File: src/rtl/add_4_if.sv
// rtl/add_4_if.sv - operand/result bundle for the registered ripple-carry adder
interface add_4_if #(
  parameter int WIDTH = 4
);
  logic [WIDTH-1:0] a;
  logic [WIDTH-1:0] b;
  logic             cin;
  logic [WIDTH-1:0] sum;
  logic             cout;

  // The operand source drives a/b/cin and observes the registered result
  modport master (
    output a,
    output b,
    output cin,
    input  sum,
    input  cout
  );

  // The adder consumes the operands and drives the registered result
  modport slave (
    input  a,
    input  b,
    input  cin,
    output sum,
    output cout
  );
endinterface

File: src/rtl/add_4.sv
// rtl/add_4.sv - registered WIDTH-bit ripple-carry adder with carry-in and carry-out
module add_4 #(
  parameter int WIDTH = 4
) (
  input logic    clk,
  input logic    rst,
  add_4_if.slave bus
);

  logic [WIDTH:0]   carry;
  logic [WIDTH-1:0] sum_d;
  logic [WIDTH-1:0] sum_q;
  logic             cout_d;
  logic             cout_q;

  // Ripple chain: carry[0] is cin, each stage is a full adder, carry[WIDTH] is the carry-out
  always_comb begin
    carry    = '0;
    sum_d    = '0;
    carry[0] = bus.cin;
    for (int i = 0; i < WIDTH; i++) begin
      sum_d[i]   = bus.a[i] ^ bus.b[i] ^ carry[i];
      carry[i+1] = (bus.a[i] & bus.b[i]) | (bus.a[i] & carry[i]) | (bus.b[i] & carry[i]);
    end
    cout_d = carry[WIDTH];
  end

  // Result register: captures a fresh sum every edge, cleared immediately by reset
  always_ff @(posedge clk or posedge rst) begin
    if (rst) begin
      sum_q  <= '0;
      cout_q <= 1'b0;
    end else begin
      sum_q  <= sum_d;
      cout_q <= cout_d;
    end
  end

  assign bus.sum  = sum_q;
  assign bus.cout = cout_q;

endmodule

File: src/flat_wrapper.sv
// flat-port wrapper written by rule: the top's interface ports become plain ports
module add_4_flat 
#(
  parameter int WIDTH = 4
)
  (clk, rst, bus_a, bus_b, bus_cin, bus_sum, bus_cout);
  add_4_if #(.WIDTH(WIDTH)) bus_i ();
  input logic clk;
  input logic rst;
  input wire logic [$bits(bus_i.a)-1:0] bus_a;
  input wire logic [$bits(bus_i.b)-1:0] bus_b;
  input wire logic [$bits(bus_i.cin)-1:0] bus_cin;
  output wire logic [$bits(bus_i.sum)-1:0] bus_sum;
  output wire logic [$bits(bus_i.cout)-1:0] bus_cout;
  assign bus_i.a = bus_a;
  assign bus_i.b = bus_b;
  assign bus_i.cin = bus_cin;
  assign bus_sum = bus_i.sum;
  assign bus_cout = bus_i.cout;
  add_4 #(.WIDTH(WIDTH)) u_core (.clk(clk), .rst(rst), .bus(bus_i));
endmodule
File: config.mk
export PLATFORM = sky130hd
export DESIGN_NAME = add_4_flat
export DESIGN_NICKNAME = d
export VERILOG_FILES = /design/src/rtl/add_4_if.sv /design/src/rtl/add_4.sv /design/src/flat_wrapper.sv
export SDC_FILE = /design/constraint.sdc
export NUM_CORES = 1
export LEC_CHECK = 0
export BUFFER_PORTS_ARGS = -buffer_cell sky130_fd_sc_hd__buf_4
export CAP_MARGIN = 0
export CORE_AREA = 3 3 40 42
export CTS_BUF_LIST = sky130_fd_sc_hd__clkbuf_4 sky130_fd_sc_hd__clkbuf_8
export CTS_CLUSTER_DIAMETER = 40
export DETAILED_ROUTE_END_ITERATION = 10
export DIE_AREA = 0 0 43 45
export HOLD_SLACK_MARGIN = 0.02
export PLACE_DENSITY = 0.44
export RECOVER_POWER = 100
export SYNTH_ARGS = -nofsm -noshare
export SYNTH_HDL_FRONTEND = slang
export SYNTH_SLANG_ARGS = --single-unit
export TNS_END_PERCENT = 30
File: constraint.sdc
create_clock -name clk -period 1.6 [get_ports clk]
set_clock_uncertainty 0.2 [all_clocks]
set_input_delay 0.16 -clock clk [delete_from_list [all_inputs] [get_ports clk]]
set_output_delay 0.16 -clock clk [all_outputs]
set_load 0.02 [all_outputs]
==> flow_summary.yaml, run 1 <==
cts:
  holdBufCountCts: 1
  path_clk_slew_ns: 0.04
  root_buffer: "clkbuf_4"
  numCtsBuffers: 3
  cts_tree: "done"
  htreeDepth: 1
  cts.sinks: 5
  clk_path_buf_depth: 2
sta:
  hold_violations: 0
  setup_viol: 2
  tns_ns: -0.165
  max_slew_margin: 0.825
  fmax_mhz: 569
  setup_ws_ns: -0.159
  hold_slack_ns: 0.0193
  worst_slew_pin_slew_ns: 0.263
  period_share: 1.10
  final-max-slew-violation-count: 0
  period_needed_ns: 1.76
  rsz0062_at_grt: "yes"
synthesis:
  synth.distinct_cells: 3
  ys_seq_elements: 5
  yosysTopAreaCell: "dfrtp_1"
  syn_area_um2: 246
  synth_fp_nets: 35
  netlist.area_leader.share: 0.508
  syn_avg_cell_area_um2: 12.3
  yosysWarnings: 0
  ys_top_cells_by_area: "dfrtp_1, fa_1, inv_1"
  seq_area_frac_synth: 0.508
  syn_inst: 20
routing:
  met3WireLength_um: 47
  avgRoutedWirePerCell_um: 8.44
  wl_met2_um: 239
  dr_total_vias: 179
  routed_wl_um: 464
  drt-pass1-iter-count: 2
  ant_nets: 0
  drt_first_iter_violations: 1
  wl_met1_um: 156
  top_layer: "met4"
  drc_errors: 0
  viasPerCell: 3.25
global_route:
  grt_max_degree: 6
  overflow: 0
  grt_usage: 0.0616
  antenna_found_initial: 0
  grt_pass1_wl_um: 772
  grt_pass1_vias: 212
cells_and_area:
  antennaDiodeCount: 0
  final_util: 0.315
  final_cell_mix: "inv_1, buf_4, clkbuf_4, clkbuf_1, dfrtp_1"
  layout.nets: 56
  drive_above_1_share: 0.450
  area_delta_synth_final_pct: 64.0
worst_setup_path:
  worst-endpoint-arrival_ns: 1.74
  crit_type: "input port to flop"
  crit_fanout: 1
  cp-end-kind: "flop"
  crit_required_ns: 1.58
  start_kind: "input port"
floorplanning:
  io_pins: 16
  initial_utilization: 0.192
  rows: 13
  core_um2: 1280
  dieHeight_um: 45
  dieArea_um2: 1940
  dieWidth_um: 43
placed_design:
  portBuffers: 15
  post-place-ws_ns: -0.434
  dp_hpwl_um: 415
  gp_congestion: 0.602
status:
  run_status: "complete, but fails checks"
  violations: "setup timing"
pwr:
  p_per_area_nw_per_um2: 1010
  p_leak_uw: 0.000219
  peakVddDrop_mv: 0.180
flow_run:
  max-cap-violations: 0
min_path:
  min_path_type: "input port to flop"
per-layer routing:
metal  GRT usage  up-vias
li1            -       88
met3      0.0159        2
met2      0.0928       12
met1      0.0575       77
met5           0        -
met4      0.0904        0
cell usage after synthesis:
library cell / n
dfrtp_1: 5
fa_1: 4
inv_1: 11
kinds of logic (layout without fill, tap and decap cells):
group,count (synthesis),in the layout,synth area share
fa+ha+maj,4,4,0.325
flops,5,5,0.508
buf+inv,11,31,0.168
final timing paths:
check	start	to	slack (ns)	depth (start not counted)
worst max-delay path	bus_b[0]	u_core.bus.sum[3]	-0.16	9
worst min-delay path	bus_a[1]	u_core.bus.sum[1]	0.02	2
max in group asynchronous	rst	u_core.bus.sum[2]	0.87	3
min in group asynchronous	rst	u_core.bus.sum[0]	0.17	3
flip-flops by register name, indices dropped and copies added, names as in the netlist:
| signal | flops |
|---|---|
| u_core.bus.cout | 1 |
| u_core.bus.sum | 4 |
final cells by class:
class	count	area (um2)
repair buffers	16	104
inverters	11	41.3
clock buffers	4	30.0
fillers	149	881
multi-input cells	4	85.1
flip-flops and latches	5	125
well taps	15	18.8
per-stage QoR:
stage	area, um2	power [uW]	std cells
6_report	404	410	55
5_1_grt	404	442	55
4_1_cts	423	439	55
3_5_place_dp	383	269	50
3_3_place_gp	383	265	50
2_1_floorplan	251	207	20
where the power goes:
group / internal, uW / switching (uW) / leakage [uW]
sequential: 147 / 4.62 / 0.0000583
combinational: 38.4 / 58.7 / 0.000142
clock: 111 / 49.9 / 0.0000184
total: 297 / 113 / 0.000219
repair_timing:
action                                  in CTS  in global routing
hold endpoints to repair                     6                  1
buffers inserted                             0                  0
gates resized for setup                      1                  1
endpoints found under the setup margin       2                  2
critical path, cell delays in order:
cell and delay, ns:
buf_4 0.11, inv_1 0.06, fa_1 0.16, inv_1 0.05, fa_2 0.33, fa_2 0.34
inv_2 0.06, fa_1 0.41, inv_1 0.06
No activity file was read; power rests on OpenSTA's default activity.
==> inputs of run 2 (changes only) <==
Settings changed: SKIP_CTS_REPAIR_TIMING set to 1.
Clock period 1.6 ns to 2.28 ns, I/O delays scaled along.
==> run 2 against run 1 <==
The flow now finishes without violations; clock power fell by 30%; clock-buffer cell count did not move; hold slack improved by 0.035 ns; routed wire length fell by 8.4%; setup slack improved by 0.53 ns; non-clock buffer count did not move; final cell count did not move; combinational power fell by 34%; die area did not move; sequential cell count did not move; critical path type unchanged; critical endpoint unchanged; highest routed layer unchanged.
==> flow_summary.yaml, run 2 (synthesis gave the netlist of run 1 again) <==
cells_and_area:
  final_cell_mix: "inv_1, buf_4, clkbuf_4"
  drive_above_1_share: 0.350
  layout_commonest_cell: "inv_1"
  antennaDiodeCount: 0
  layout.nets: 56
  largest_register_ffs: 4
  area_delta_synth_final_pct: 61.9
sta:
  setup_viol: 0
  worst_slew_pin_slew_ns: 0.257
  fmax_mhz: 523
  max_slew_margin: 0.830
  period_share: 0.838
  tns_ns: 0
  hold_violations: 0
  rsz0062_at_grt: "no"
  period_needed_ns: 1.91
  final-max-slew-violation-count: 0
worst_setup_path:
  crit_required_ns: 2.26
  start_kind: "input port"
  crit_buf_inv: 5
  startpoint: "bus_cin"
  cp_cell_sequence: "clkbuf_4 > inv_1 > fa_1 > inv_1 > fa_1 > fa_1 > inv_1 > fa_1 > inv_1"
  crit_fanout: 1
  crit_type: "input port to flop"
  max_stage_delay_ns: 0.40
  crit_family: "adder cells"
  cp-end-kind: "flop"
  cp-endpoint: "u_core.bus.sum[3]"
  crit_cells: 9
  worst-endpoint-arrival_ns: 1.89
  cpMaxStageDelayCell: "fa_1"
floorplanning:
  rows: 13
  initial_utilization: 0.192
  dieArea_um2: 1940
  core_um2: 1280
  dieHeight_um: 45
  io_pins: 16
  dieWidth_um: 43
pwr:
  p_per_area_nw_per_um2: 711
  peakVddDrop_mv: 0.148
  finalPower_uw: 284
  p_leak_uw: 0.000222
routing:
  top_layer: "met4"
  viasPerCell: 3.20
  drc_errors: 0
  avgRoutedWirePerCell_um: 7.73
  wl_met2_um: 213
  dr_total_vias: 176
  routed_wl_um: 425
  drt_first_iter_violations: 0
  met3WireLength_um: 54
  wl_met1_um: 138
  ant_nets: 0
  drt-pass1-iter-count: 1
cts:
  cts_tree: "done"
  root_buffer: "clkbuf_4"
  cts.sinks: 5
  htreeDepth: 1
  path_clk_slew_ns: 0.04
  numCtsBuffers: 3
  clk_path_buf_depth: 2
flow_run:
  max-cap-violations: 0
status:
  run_status: "finished clean"
global_route:
  grt_pass1_vias: 184
  grt_max_degree: 6
  grt_usage: 0.0556
  overflow: 0
  antenna_found_initial: 0
  grt_pass1_wl_um: 669
placed_design:
  gp_congestion: 0.655
  dp_hpwl_um: 363
  portBuffers: 15
min_path:
  min_path_type: "input port to flop"
## run 2: cell count changes in the layout (fill, tap and decap cells not counted)
cell / before / now
inv_1: 9 / 11
fa_1: 2 / 4
fa_2: 2 / 0
buf_4: 9 / 8
inv_2: 2 / 0
clkbuf_4: 5 / 6
## run 2: worst min path at each step
stage | depth (start not counted) | slack (ns) | end | from
finish | 2 | 0.05 | u_core.bus.sum[1] | bus_a[1]
global route | 2 | 0.06 | u_core.bus.sum[2] | bus_a[2]
CTS | 2 | -0.32 | u_core.bus.sum[1] | rst
detailed placement | 2 | -0.06 | u_core.bus.sum[2] | rst
global placement | 2 | -0.07 | u_core.bus.sum[2] | rst
floorplan | 1 | -0.19 | u_core.bus.cout | rst
## run 2: stage by stage
| stage | worst slack, ns | hold slack [ns] | instances | util | cell area (um2) |
|---|---|---|---|---|---|
| CTS | 0.368 | -0.323 | 54 | 0.317 | 408 |
| global placement | 0.121 | -0.0676 | 50 | 0.294 | 378 |
| global route | 0.277 | 0.0605 | 55 | 0.311 | 399 |
| detailed placement | 0.114 | -0.0613 | 50 | 0.294 | 378 |
| finish | 0.369 | 0.0541 | 55 | 0.311 | 399 |
| floorplan | 0.295 | -0.193 | 20 | - | 246 |
## run 2: routing by layer
| layer | GRT usage | vias to the layer above |
|---|---|---|
| met3 | 0.00797 | 2 |
| li1 | - | 88 |
| met1 | 0.0450 | 74 |
| met4 | 0.127 | 0 |
| met5 | 0 | - |
| met2 | 0.0749 | 12 |
## run 2: where the power goes
| group | internal (uW) | switching, uW | leakage [uW] |
|---|---|---|---|
| Combinational | 25.2 | 39.2 | 0.000146 |
| Clock | 77.9 | 34.3 | 0.0000184 |
| Sequential | 103 | 3.56 | 0.0000583 |
## run 2: cell type report
cell class / instances / area, um2
fill: 145 / 886
sequential: 5 / 125
timing repair buffer: 16 / 104
multi-input combinational: 4 / 80.1
inverter: 11 / 41.3
clock buffer: 4 / 30.0
tap: 15 / 18.8
==> inputs of run 3 (changes only) <==
Settings changed: PLACE_DENSITY 0.44 to 0.45.
Clock period 2.28 ns to 1.6 ns, I/O delays scaled along.
==> run 3 against run 2 <==
The run now ends with setup timing left; sequential share of layout area decreased by 0.39 points; via count decreased by 3.4%; combinational power increased by 47%; routed wire length decreased by 11%; power increased by 43%; setup slack got worse by 0.50 ns; critical path type unchanged; global-route usage decreased by 0.75 points; sequential cell count unchanged; critical endpoint unchanged.
==> flow_summary.yaml, run 3 (synthesis gave the netlist of run 1 again) <==
status:
  run_status: "complete, but fails checks"
  violations: "setup timing"
cells_and_area:
  antennaDiodeCount: 0
  regArea_um2: 125
  fillers: 138
  largest_register_ffs: 4
  layout.nets: 56
  stdcell_area_um2: 404
  layout.cells.non_filler: 55
  multi_input_area_um2: 85.1
  layout_commonest_cell: "buf_4"
  final_cell_mix: "buf_4, inv_1, clkbuf_4, clkbuf_1, dfrtp_1"
  final_util: 0.315
  drive_above_1_share: 0.475
  area_delta_synth_final_pct: 64.0
pwr:
  p_int_uw: 296
  p_leak_uw: 0.000217
  peakVddDrop_mv: 0.186
  comb_power_share: 0.234
  clockPowerShare: 0.390
  p_switching_uw: 109
  p_per_area_nw_per_um2: 1000
  p_sw_frac: 0.270
  p_seq_frac: 0.375
global_route:
  grt_pass1_wl_um: 627
  antenna_found_initial: 0
  overflow: 0
  grt_usage: 0.0481
  grt_pass1_vias: 185
  grt_max_degree: 6
floorplanning:
  dieArea_um2: 1940
  rows: 13
  dieWidth_um: 43
  core_um2: 1280
  initial_utilization: 0.192
  io_pins: 16
  dieHeight_um: 45
routing:
  drt-pass1-iter-count: 2
  ant_nets: 0
  viasPerCell: 3.09
  drc_errors: 0
  dr_total_vias: 170
  avgRoutedWirePerCell_um: 6.89
  drt_first_iter_violations: 1
  routed_wl_um: 379
cts:
  clk_path_buf_depth: 2
  path_clk_slew_ns: 0.04
  htreeDepth: 1
  cts_tree: "done"
  root_buffer: "clkbuf_4"
  cts.sinks: 5
  numCtsBuffers: 3
sta:
  fmax_mhz: 578
  rsz0062_at_grt: "yes"
  setup_ws_ns: -0.130
  final-max-slew-violation-count: 0
  worst_slew_pin_slew_ns: 0.261
  period_needed_ns: 1.73
  max_slew_margin: 0.826
  period_share: 1.08
  hold_violations: 0
  setup_viol: 1
placed_design:
  place_area_um2: 383
  gp_congestion: 0.639
  dp.cells: 50
  portBuffers: 15
  dp_hpwl_um: 333
worst_setup_path:
  crit_type: "input port to flop"
  crit_required_ns: 1.53
  start_kind: "input port"
  crit_fanout: 1
  cp-end-kind: "flop"
  worst-endpoint-arrival_ns: 1.66
min_path:
  min_path_type: "input port to flop"
  hold_depth: 2
flow_run:
  max-cap-violations: 0
==> run 3: cell count changes in the layout (fill, tap and decap cells not counted) <==
cell | previous run | this run
inv_1 | 11 | 8
inv_2 | 0 | 3
fa_1 | 4 | 2
fa_2 | 0 | 2
buf_4 | 8 | 9
clkbuf_4 | 6 | 5
==> run 3: per-stage QoR <==
stage	setup slack [ns]	total power, uW	hold slack, ns	setup TNS [ns]
3_5_place_dp	-0.411	265	-0.135	-0.776
2_1_floorplan	-0.268	207	-0.261	-0.381
5_1_grt	-0.197	436	0.0295	-0.262
3_3_place_gp	-0.405	265	-0.137	-0.771
4_1_cts	-0.158	431	-0.393	-0.158
6_report	-0.130	405	0.0253	-0.130
==> run 3: path summary, 6_finish.rpt <==
check | to | start | slack [ns]
hold / removal | u_core.bus.sum[1] | bus_a[1] | 0.03
min in group asynchronous | u_core.bus.sum[0] | rst | 0.17
max in group asynchronous | u_core.bus.cout | rst | 0.87
setup / recovery | u_core.bus.sum[3] | bus_cin | -0.13
==> run 3: per-layer routing <==
metal / share of wire / routed length, um / GRT usage
met5: 0 / 0 / 0
met4: 0 / 0 / 0.0904
met3: 0.15 / 55 / 0.00398
met2: 0.50 / 188 / 0.0689
met1: 0.36 / 135 / 0.0451
==> run 3: cell type report <==
| class | count | share of cell area |
|---|---|---|
| clock buffer | 4 | 0.0743 |
| sequential | 5 | 0.310 |
| inverter | 11 | 0.102 |
| timing repair buffer | 16 | 0.257 |
| multi-input combinational | 4 | 0.211 |
| tap | 15 | 0.0464 |
==> run 3: power groups by stage <==
stage	clock network (uW)	logic, uW	registers, uW
final	158	94.9	152
after CTS	167	111	153
after global placement	0	111	154
after global routing	173	109	154
after floorplan	0	24.5	182
after detailed placement	0	111	154
==> run 3: worst max-delay path, cell delays in order <==
cell and delay [ns]:
buf_4 0.08, inv_2 0.03, fa_1 0.40, inv_1 0.07, fa_2 0.19, fa_2 0.19
inv_2 0.04, fa_1 0.47, inv_1 0.03
